$ cat config.mk
export PLATFORM = sky130hd
export DESIGN_NAME = nonce_search_ctrl_flat
export DESIGN_NICKNAME = d
export VERILOG_FILES = /design/src/rtl/nonce_search_ctrl_pkg.sv /design/src/rtl/nonce_search_ctrl_if.sv /design/src/rtl/nonce_search_ctrl_cmp.sv /design/src/rtl/nonce_search_ctrl.sv /design/src/flat_wrapper.sv
export SDC_FILE = /design/constraint.sdc
export NUM_CORES = 1
export LEC_CHECK = 0
export BUFFER_PORTS_ARGS = -buffer_cell sky130_fd_sc_hd__buf_2
export CAP_MARGIN = 20
export CORE_UTILIZATION = 40
export DETAILED_ROUTE_END_ITERATION = 10
export GPL_TIMING_DRIVEN = 0
export MAX_ROUTING_LAYER = met4
export PLACE_DENSITY = 0.67
export SYNTH_ARGS = -nofsm -noshare
export SYNTH_HDL_FRONTEND = slang
export SYNTH_HIERARCHICAL = 1
export SYNTH_SLANG_ARGS = --single-unit
$ cat constraint.sdc
create_clock -name clk -period 4.7 [get_ports clk]
set_clock_uncertainty 0.05 [all_clocks]
set_input_delay 0.705 -clock clk [delete_from_list [all_inputs] [get_ports clk]]
set_output_delay 0.705 -clock clk [all_outputs]
set_load 0.05 [all_outputs]
$ cat src/rtl/nonce_search_ctrl_pkg.sv
// Shared mining definitions: widths, search states and the target check.
// Used by the nonce search controller, its comparator and the bench.
package mining_pkg;

    localparam int NONCE_W   = 32;
    localparam int HDR_BYTES = 12;
    localparam int HASH_W    = 24;
    localparam int TARGET_W  = 8;
    localparam int HDR_W     = HDR_BYTES * 8;

    typedef enum logic [2:0] {
        S_IDLE,
        S_LAUNCH,
        S_WAIT,
        S_CHECK,
        S_FOUND,
        S_EXHAUSTED
    } search_state_t;

    // Both upper result bytes must be strictly below the target.
    function automatic logic meets_target(
        input logic [HASH_W-1:0]   hash,
        input logic [TARGET_W-1:0] target
    );
        return (hash[23:16] < target) && (hash[15:8] < target);
    endfunction

endpackage

$ cat src/rtl/nonce_search_ctrl_if.sv
// Launch/result link between the nonce search controller and the hash core.
// The controller is the master; the hash core is the slave.
interface nonce_search_ctrl_if;
    import mining_pkg::*;

    logic              hash_start;
    logic [HDR_W-1:0]  hash_header;
    logic [NONCE_W-1:0] hash_nonce;
    logic              hash_done;
    logic [HASH_W-1:0] hash_out;

    modport master (
        output hash_start,
        output hash_header,
        output hash_nonce,
        input  hash_done,
        input  hash_out
    );

    modport slave (
        input  hash_start,
        input  hash_header,
        input  hash_nonce,
        output hash_done,
        output hash_out
    );

endinterface

$ cat src/rtl/nonce_search_ctrl_cmp.sv
// Target comparator fed by the controller's captured hash and target.
// Purely combinational; its inputs are already registered upstream.
module pow_target_cmp
    import mining_pkg::*;
(
    input  logic [HASH_W-1:0]   i_hash,
    input  logic [TARGET_W-1:0] i_target,
    output logic                o_meets
);

    assign o_meets = meets_target(i_hash, i_target);

endmodule

$ cat src/rtl/nonce_search_ctrl.sv
// Proof-of-work nonce search sequencer driving one hash core.
// Optional NONCE_SEARCH_ATTEMPT_CNT_EN adds an attempts counter output.
module nonce_search_ctrl
    import mining_pkg::*;
(
    input  logic                clk,
    input  logic                reset,
    input  logic                start,
    input  logic                abort,
    input  logic [HDR_W-1:0]    header_in,
    input  logic [TARGET_W-1:0] target_in,
    input  logic [NONCE_W-1:0]  nonce_start,
    input  logic [NONCE_W-1:0]  nonce_limit,
    nonce_search_ctrl_if.master hc,
    output logic                busy,
    output logic                done,
    output logic                found,
    output logic [NONCE_W-1:0]  nonce_out,
    output logic [HASH_W-1:0]   hash_match
`ifdef NONCE_SEARCH_ATTEMPT_CNT_EN
    ,
    output logic [NONCE_W:0]    attempts
`endif
);

    search_state_t       r_state;
    logic [HDR_W-1:0]    r_header;
    logic [TARGET_W-1:0] r_target;
    logic [NONCE_W-1:0]  r_limit;
    logic [NONCE_W-1:0]  r_nonce_cur;
    logic [HASH_W-1:0]   r_hash_q;
    logic                r_hash_start;
    logic [NONCE_W-1:0]  r_hash_nonce;
    logic                r_busy;
    logic                r_done;
    logic                r_found;
    logic [NONCE_W-1:0]  r_nonce_out;
    logic [HASH_W-1:0]   r_hash_match;
    logic                w_meets;
    logic [NONCE_W-1:0]  w_nonce_nxt;

    assign w_nonce_nxt = r_nonce_cur + 32'd1;

    pow_target_cmp u_cmp (
        .i_hash   (r_hash_q),
        .i_target (r_target),
        .o_meets  (w_meets)
    );

    always_ff @(posedge clk) begin
        if (reset) begin
            r_state      <= S_IDLE;
            r_header     <= '0;
            r_target     <= '0;
            r_limit      <= '0;
            r_nonce_cur  <= '0;
            r_hash_q     <= '0;
            r_hash_start <= 1'b0;
            r_hash_nonce <= '0;
            r_busy       <= 1'b0;
            r_done       <= 1'b0;
            r_found      <= 1'b0;
            r_nonce_out  <= '0;
            r_hash_match <= '0;
        end else begin
            r_hash_start <= 1'b0;
            r_done       <= 1'b0;
            unique case (r_state)
                S_IDLE: begin
                    if (start && !abort) begin
                        r_header     <= header_in;
                        r_target     <= target_in;
                        r_limit      <= nonce_limit;
                        r_nonce_cur  <= nonce_start;
                        r_hash_nonce <= nonce_start;
                        r_hash_start <= 1'b1;
                        r_busy       <= 1'b1;
                        r_found      <= 1'b0;
                        r_nonce_out  <= '0;
                        r_hash_match <= '0;
                        r_state      <= S_LAUNCH;
                    end
                end
                S_LAUNCH: begin
                    if (abort) begin
                        r_busy  <= 1'b0;
                        r_state <= S_IDLE;
                    end else begin
                        r_state <= S_WAIT;
                    end
                end
                S_WAIT: begin
                    if (abort) begin
                        r_busy  <= 1'b0;
                        r_state <= S_IDLE;
                    end else if (hc.hash_done) begin
                        r_hash_q <= hc.hash_out;
                        r_state  <= S_CHECK;
                    end
                end
                S_CHECK: begin
                    if (abort) begin
                        r_busy  <= 1'b0;
                        r_state <= S_IDLE;
                    end else if (w_meets) begin
                        r_found      <= 1'b1;
                        r_nonce_out  <= r_nonce_cur;
                        r_hash_match <= r_hash_q;
                        r_done       <= 1'b1;
                        r_state      <= S_FOUND;
                    end else if (r_nonce_cur == r_limit) begin
                        r_done  <= 1'b1;
                        r_state <= S_EXHAUSTED;
                    end else begin
                        // Increment wraps naturally past all-ones.
                        r_nonce_cur  <= w_nonce_nxt;
                        r_hash_nonce <= w_nonce_nxt;
                        r_hash_start <= 1'b1;
                        r_state      <= S_LAUNCH;
                    end
                end
                S_FOUND, S_EXHAUSTED: begin
                    r_busy  <= 1'b0;
                    r_state <= S_IDLE;
                end
                default: begin
                    r_busy  <= 1'b0;
                    r_state <= S_IDLE;
                end
            endcase
        end
    end

`ifdef NONCE_SEARCH_ATTEMPT_CNT_EN
    logic [NONCE_W:0] r_attempts;

    always_ff @(posedge clk) begin
        if (reset) begin
            r_attempts <= '0;
        end else if (r_state == S_IDLE && start && !abort) begin
            r_attempts <= '0;
        end else if (r_state == S_CHECK) begin
            r_attempts <= r_attempts + (NONCE_W+1)'(1);
        end
    end

    assign attempts = r_attempts;
`endif

    assign hc.hash_start  = r_hash_start;
    assign hc.hash_header = r_header;
    assign hc.hash_nonce  = r_hash_nonce;
    assign busy           = r_busy;
    assign done           = r_done;
    assign found          = r_found;
    assign nonce_out      = r_nonce_out;
    assign hash_match     = r_hash_match;

endmodule

$ cat src/flat_wrapper.sv
// flat-port wrapper written by rule: the top's interface ports become plain ports
module nonce_search_ctrl_flat import mining_pkg::*;
  (clk, reset, start, abort, header_in, target_in, nonce_start, nonce_limit, busy, done, found, nonce_out, hash_match, hc_hash_start, hc_hash_header, hc_hash_nonce, hc_hash_done, hc_hash_out);
  nonce_search_ctrl_if hc_i ();
  input  logic clk;
  input  logic reset;
  input  logic start;
  input  logic abort;
  input  logic [HDR_W-1:0] header_in;
  input  logic [TARGET_W-1:0] target_in;
  input  logic [NONCE_W-1:0] nonce_start;
  input  logic [NONCE_W-1:0] nonce_limit;
  output logic busy;
  output logic done;
  output logic found;
  output logic [NONCE_W-1:0] nonce_out;
  output logic [HASH_W-1:0] hash_match;
  output wire logic [$bits(hc_i.hash_start)-1:0] hc_hash_start;
  output wire logic [$bits(hc_i.hash_header)-1:0] hc_hash_header;
  output wire logic [$bits(hc_i.hash_nonce)-1:0] hc_hash_nonce;
  input wire logic [$bits(hc_i.hash_done)-1:0] hc_hash_done;
  input wire logic [$bits(hc_i.hash_out)-1:0] hc_hash_out;
  assign hc_hash_start = hc_i.hash_start;
  assign hc_hash_header = hc_i.hash_header;
  assign hc_hash_nonce = hc_i.hash_nonce;
  assign hc_i.hash_done = hc_hash_done;
  assign hc_i.hash_out = hc_hash_out;
  nonce_search_ctrl u_core (.clk(clk), .reset(reset), .start(start), .abort(abort), .header_in(header_in), .target_in(target_in), .nonce_start(nonce_start), .nonce_limit(nonce_limit), .hc(hc_i), .busy(busy), .done(done), .found(found), .nonce_out(nonce_out), .hash_match(hash_match));
endmodule
# --- Word-level counts from Yosys, hierarchy flattened ---
# Index checks and enable logic that the tools add are counted.
word_totals:
  regBits: 255
  latchBits: 0
  ramBits: 0
  romBits: 0
  elab_cells: 76
  n_memories: 0
op_classes:
  n_addsub: 1
  multipliers: 0
  n_div: 0
  magnitude_cmp: 2
  n_eq_ne: 11
  shifts: 0
  n_mux: 35
  n_bitwise: 2
  n_reduce_logical: 13
op_table:
  columns: ["op", "count"]
  rows:
  - ["32-bit two-way mux", 7]
  - ["32-bit one-hot mux with 2 select lines", 2]
  - ["24-bit two-way mux", 3]
  - ["24-bit one-hot mux with 2 select lines", 1]
  - ["32-bit by 1-bit adder with 32-bit output (second input constant)", 1]
  - ["32-bit equality test", 1]
  - ["3-bit two-way mux", 6]
  - ["8-bit less-than comparator", 2]
  - ["3-bit one-hot mux with 4 select lines", 1]
  - ["1-bit two-way mux", 11]
  - ["2-bit inequality test (second input constant)", 4]
  - ["3-bit by 2-bit equality test with 1-bit output (second input constant)", 2]
  - ["1-bit one-hot mux with 2 select lines", 3]
  - ["2-bit AND reduction", 3]
  - ["3-bit OR reduction", 2]
  - ["5-bit AND reduction", 1]
  - ["2-bit by 1-bit inequality test with 1-bit output (second input constant)", 2]
  - ["4-bit AND reduction", 1]
  - ["3-bit by 1-bit equality test with 1-bit output (second input constant)", 1]
  - ["3-bit logical NOT", 1]
  - ["3-bit inequality test (second input constant)", 1]
  - ["3-bit AND reduction", 1]
  - ["1-bit logical AND", 2]
  - ["2-bit two-way mux", 1]
  - ["3 further kinds", 4]

# --- Logic depth before layout (Yosys ltp) ---
# Gate-level depths: netlist of run 1.
logic_depth:
  word_depth: 5
  mapped_depth: 12
  depth_no_buf: 10

# --- Hierarchy ---
# Netlist of run 1, hierarchy kept.
by_module_without_submodules:
  columns: ["mod", "instances", "cells_per_inst", "area_each_um2", "seq_area_each_um2"]
  rows:
  - ["nonce_search_ctrl", 1, 1318, 10271.1, 5104.9]
  - ["pow_target_cmp", 1, 40, 331.6, 0.0]

# --- Worst setup path after synthesis of run 1 ---
# No wires, ideal clock.
synth_timing:
  path_kind: "reg-to-reg"
  startpoint: "register u_core.r_target[7]"
  endpoint: "register u_core.r_nonce_out[18] (netlist: u_core/nonce_out[18])"
  setup_time_ns: 0.070
  arrival_ns: 3.178
  required_time_ns: 4.580
  path_slack_ns: 1.401
  stages_incl_launch_ff: 13
  period_less_slack_ns: 3.299
  cell_sequence: "dfxtp_1 -> inv_1 -> ha_1 -> and3_4 -> a211o_1 -> a221o_1 -> a311oi_1 -> nand3_1 -> a211oi_1 -> buf_2 -> buf_1 -> nand3_1 -> a21oi_1"
synth_between:
  elab_chain_len: 4
synth_lines:
  columns: ["item", "line", "text"]
  rows:
  - ["start, declared", "nonce_search_ctrl.sv:28", "logic [TARGET_W-1:0] r_target;"]
  - ["start signal, assigned", "nonce_search_ctrl.sv:72", "r_target <= target_in;"]
  - ["8-bit less-than comparator", "nonce_search_ctrl_pkg.sv:25", "return (hash[23:16] < target) && (hash[15:8] < target);"]
  - ["1-bit logical AND (*)", "nonce_search_ctrl_pkg.sv:25", null]
  - ["named net u_core.w_meets", "nonce_search_ctrl.sv:39", "logic w_meets;"]
  - ["2-bit inequality test (no source line) (*)", null, null]
  - ["4-bit AND reduction (no source line) (*)", null, null]
  - ["end signal, assigned", "nonce_search_ctrl.sv:107", "r_nonce_out <= r_nonce_cur;"]
  - ["end, declared", "nonce_search_ctrl.sv:37", "logic [NONCE_W-1:0] r_nonce_out;"]
# Mark *: on every way through the listed nets, which the timed path passes. The rest lies on a longest branch.
# A chain may end at the register's enable or synchronous reset.

# --- Final worst setup path of run 1 ---
layout_timing:
  startpoint: "register u_core.r_target[7]"
  endpoint: "register u_core.r_nonce_out[2] (netlist: u_core/nonce_out[2])"
# Same word-level chain as after synthesis.

==> results of run 1 <==
==> worst max-delay path: stages, from the launching register on <==
cell and delay [ps]:
dfxtp_1 340, inv_1 110, ha_1 320, and3_4 200, a211o_1 280, a221o_1 270
a311oi_1 500, nand3_1 170, a211oi_1 440, buf_2 370, buf_1 440, nand3_1 210
a21oi_1 170
==> where the power goes <==
part,switching (mW),leakage (nW),internal (mW)
sequential,0.0917,2.07,2.26
clock,0.887,0.517,1.56
combinational,0.653,3.43,0.259
total,1.63,6.02,4.07
==> layer usage <==
layer | vias to the layer above | global-route usage | routed length (um)
met2 | 516 | 0.448 | 18100
li1 | 5484 | - | -
met5 | - | - | 0
met4 | 0 | 0.0859 | 998
met1 | 5177 | 0.350 | 16300
met3 | 67 | 0.0452 | 2990
==> final cells by class <==
class,count,area (sq um)
inverters,13,48.8
clock buffers,40,837
diodes,5,12.5
repair buffers,384,1920
plain buffers,111,440
clock inverters,11,205
multi-input cells,979,5010
well taps,335,419
fillers,2613,12100
flip-flops and latches,255,5100
==> stage by stage <==
stage / worst slack, ps / area, sq um / total power, mW
2_1_floorplan: 1400 / 10600 / 2.97
3_3_place_gp: 242 / 12900 / 3.29
3_5_place_dp: 790 / 12900 / 3.30
4_1_cts: 765 / 14000 / 5.74
5_1_grt: 515 / 14000 / 5.91
6_report: 765 / 14000 / 5.71
==> logic make-up after synthesis <==
group	synth area share
xor gates and xnor gates	0.0273
muxes	0.000944
DFF	0.481
buffers and inverters	0.0461
adders and majority gates	0.0177
AOI/OAI and AO/OA	0.181
and+or+nand+nor	0.246
==> cell usage in the layout, fill, tap and decap left out, drive strengths merged, types with 3 or more instances in the layout <==
cell,count
a211o,3
a211oi,3
a21o,3
a21oi,240
a22oi,6
a311oi,8
a31o,4
a31oi,4
a32o,6
and2,4
and3,10
and4,6
buf,398
bufinv,6
clkbuf,137
clkinv,5
dfxtp,255
diode,5
ha,15
inv,13
nand2,422
nand3,75
nand4,10
nor2,31
nor3,12
nor4,17
nor4b,6
o211ai,10
o21ai,7
o311ai,3
o31ai,8
o32ai,3
xor2,32
==> state kept, by name, indices dropped and copies added (netlist names), 3 cells and up <==
signal,cells
u_core/r_limit,32
u_core/r_target,8
u_core/r_state,3
u_core/hc.hash_nonce,32
u_core/hc.hash_header,96
u_core/r_hash_q,24
u_core/hash_match,24
u_core/nonce_out,32
==> final timing paths <==
kind	start	to	slack [ps]	depth (start not counted)
max	u_core/r_target[7]$_SDFFE_PP0P_	u_core/nonce_out[2]$_SDFFE_PP0P_	760	12
min reg2reg	u_core/nonce_out[31]$_SDFFE_PP0P_	u_core/nonce_out[31]$_SDFFE_PP0P_	400	2
min	header_in[3]	u_core/hc.hash_header[3]$_SDFFE_PP0P_	350	3
max reg2reg	u_core/r_target[7]$_SDFFE_PP0P_	u_core/nonce_out[2]$_SDFFE_PP0P_	760	12
==> results.toml, run 1 <==
[floorplanning]
die_h_um = 165
io_pins = 385
initial_core_util = 0.407
die_w_um = 165
row_count = 59
die_area_sq_um = 27200
core_region_area_sq_um = 26100

[synthesis]
syn_avg_cell_area_sq_um = 7.81
synth_edf_count = 0
synth_cell_types = 65
yosysWarningCount = 6
synth_commonest_cells = "nand2_1 (419), dfxtp_1 (255), a21oi_1 (240), clkbuf_1 (97), nand3_1 (75)"
syn_area_sq_um = 10600
synth_top_area_frac = 0.481
synth_largest_area_cell = "dfxtp_1"
syn-num-nets = 1570
synth-async-reset-ratio = 0
yosysMostFrequentCell = "nand2_1"
synthFlopType = "dfxtp_1"
synth_seq_cells = 255
synthTopCellsByArea = "dfxtp_1 (48%), nand2_1 (15%), a21oi_1 (11%)"
seq_area_frac_synth = 0.481
synthCells = 1358

[sta]
finalHoldViolations = 0
final-setup-viol-count = 0
slew_headroom = 0.318
max_freq_mhz = 254
whs_ps = 352
setup_tns_ps = 0
slew_violations = 0
grt_setup_unrepaired = "false"
min_period_ps = 3940
tightest_slew_ps = 1020
fin_crit_sh = 0.837

[routing]
via_per_inst = 5.27
via_count = 11244
drc = 0
wl_per_cell_um = 18.0
ant_nets = 0
drt_iter0_drc = 863
first_pass_iters = 5
routed_wl_mm = 38.4

[clocking]
clk_path_buf_depth = 3
cts_buffers = 28
cts_hold_buf = 0
cts_root_buf = "clkbuf_16"
cts_repair_resize_count = 0
clkLatencyLatePin_ps = 540
path_clk_slew_ps = 60
htree_levels = 1
cts_setup_buffers = 0
cts_tree = "done"
cts.sinks = 255

[grt]
overflow = 0
antenna_found_initial = 6
grt_max_degree = 14
grt.total_usage = 0.276
grt_pass1_vias = 10313
grt_pass1_wl_mm = 56.4

[place]
place_hpwl_mm = 29.0
dp_cells = 2077
place.gp.congestion = 0.964
port_buffers = 382

[final_layout]
final_nets = 1984
areaGrowthSynthToFinish_pct = 32.0
drive_above_1_share = 0.254
final_util = 0.537
instances_no_fill = 2133

[critical_path]
worstPathRequired_ps = 5120
crit_path_end_kind = "flop"
worstPathMaxFanout = 10
start_kind = "flop"
critPathArrivalTime_ps = 4350
path_class = "reg -> reg"

[power]
p_per_area_nw_per_um2 = 408
p_leak_nw = 6.02
peakVddDrop_mv = 0.309

[hold_path]
hp-class = "in -> reg"

[flow_run]
cap_violations = 0

[outcome]
status = "finished clean"
(Power assumes the default switching activity.)
==> inputs of run 2 (changes only) <==
==> constraint.sdc (replaced) <==
create_clock -name clk -period 3.8 [get_ports clk]
set_clock_uncertainty 0.05 [all_clocks]
set_input_delay 0.57 -clock clk [delete_from_list [all_inputs] [get_ports clk]]
set_output_delay 0.57 -clock clk [all_outputs]
set_load 0.05 [all_outputs]
==> run 2 against run 1 <==
Against the previous run:
- register-to-register slack worse by 510 ps
- combinational power is 24% higher
- cell area about the same
- hold slack worse by 130 ps
- routed wire length about the same
- highest routed layer unchanged
==> results.toml, run 2 (synthesized netlist as in run 1, its figures left out) <==
[floorplanning]
die_w_um = 165
core_region_area_sq_um = 26100
die_area_sq_um = 27200
io_pins = 385
row_count = 59
die_h_um = 165
initial_core_util = 0.407

[sta]
tightest_slew_ps = 991
finalWorstSetupSlack_ps = 256
slew_violations = 0
finalHoldViolations = 0
fin_crit_sh = 0.933
max_freq_mhz = 282
grt_setup_unrepaired = "false"
setup_tns_ps = 0
final-setup-viol-count = 0
min_period_ps = 3540
slew_headroom = 0.339
whs_ps = 218

[place]
dp_cells = 2077
port_buffers = 382
place.gp.congestion = 0.964
place_area_sq_um = 12900
place_ws_ps = -110
place_hpwl_mm = 29.0

[clocking]
path_clk_slew_ps = 60
htree_levels = 1
clkLatencyLatePin_ps = 540
cts_root_buf = "clkbuf_16"
cts.sinks = 255
cts_tree = "done"
cts_hold_buf = 0
clk_path_buf_depth = 3
cts_buffers = 28

[hold_path]
hp-class = "in -> reg"

[flow_run]
cap_violations = 0

[grt]
grt_pass1_vias = 10313
overflow = 0
grt_pass1_wl_mm = 56.4
grt_max_degree = 14
antenna_found_initial = 6
grt.total_usage = 0.276

[critical_path]
worstPathRequired_ps = 4220
start_kind = "flop"
cp_top_family = "compound AO/OA/AOI/OAI gates"
crit_buf_inv = 3
critPathArrivalTime_ps = 3960
path_class = "reg -> reg"
crit_path_end_kind = "flop"
worstPathMaxFanout = 10
slowest_stage = "a211oi_1"
crit_top_cell = "nand3_1"
cp_cell_sequence = "inv_1, ha_1, and3_4, a211o_1, a221o_1, a311oi_2, nand3_1, a211oi_1, clkbuf_4, buf_2, nand3_1, a21oi_1"
slowest_delay_ps = 440

[final_layout]
largest_reg_flops = 96
layout_common_cells = "nand2_1 (419), buf_2 (390), dfxtp_1 (255), a21oi_1 (240), clkbuf_1 (101)"
post-route-cell-area_sq_um = 14000
instances_no_fill = 2133
final_nets = 1984
final_util = 0.538
layout.cells.most_common = "nand2_1"
drive_above_1_share = 0.257
areaGrowthSynthToFinish_pct = 32.1

[power]
p_per_area_nw_per_um2 = 504
p_leak_nw = 6.04
p_int_mw = 5.04
power_frac_seq = 0.411
switching_share = 0.286
power_mw = 7.06
clock_power_share = 0.429
netSwitchingPower_mw = 2.02
combPwrFrac = 0.160
peakVddDrop_mv = 0.382

[routing]
wl_per_cell_um = 18.0
first_pass_iters = 5
drc = 0
ant_nets = 0
routed_wl_mm = 38.3
via_per_inst = 5.27
drt_iter0_drc = 824
via_count = 11248

[outcome]
status = "finished clean"
[run 2: power groups by stage]
stage	clock (mW)	sequential, mW	combinational (mW)
after floorplan	0	3.24	0.434
final	3.03	2.90	1.13
after global routing	3.18	2.92	1.21
after global placement	0	2.96	1.11
after CTS	3.08	2.90	1.12
after detailed placement	0	2.96	1.12
[run 2: path summary, 6_finish.rpt]
check                                         start                               endpoint  slack (ps)  depth (start not counted)
setup / recovery    u_core/r_target[7]$_SDFFE_PP0P_       u_core/nonce_out[2]$_SDFFE_PP0P_         260                         12
hold / removal                         header_in[3]  u_core/hc.hash_header[3]$_SDFFE_PP0P_         220                          3
setup reg to reg    u_core/r_target[7]$_SDFFE_PP0P_       u_core/nonce_out[2]$_SDFFE_PP0P_         260                         12
hold reg to reg   u_core/nonce_out[31]$_SDFFE_PP0P_      u_core/nonce_out[31]$_SDFFE_PP0P_         400                          2
[run 2: repair_timing]
action,in CTS,in global routing
endpoints found under the setup margin,14,21
setup buffers,0,0
resized for setup,2,3
[run 2: area by class of cell]
cell class	count	area [sq um]
Antenna cell	5	12.5
Tap cell	335	419
Clock inverter	11	205
Fill cell	2609	12000
Inverter	13	48.8
Buffer	111	447
Timing Repair Buffer	384	1920
Clock buffer	40	837
Multi-Input combinational cell	979	5010
Sequential cell	255	5100
[run 2: worst min-delay path, cell delays in order]
cell     delay, ps
buf_2           90
nand2_1         40
a21oi_1         50
[run 2: per-layer routing]
| metal | up-vias | track usage | part of all wire |
|---|---|---|---|
| li1 | 5480 | - | - |
| met1 | 5191 | 0.351 | 0.42 |
| met2 | 511 | 0.448 | 0.47 |
| met3 | 66 | 0.0452 | 0.080 |
| met4 | 0 | 0.0859 | 0.026 |
| met5 | - | - | 0 |
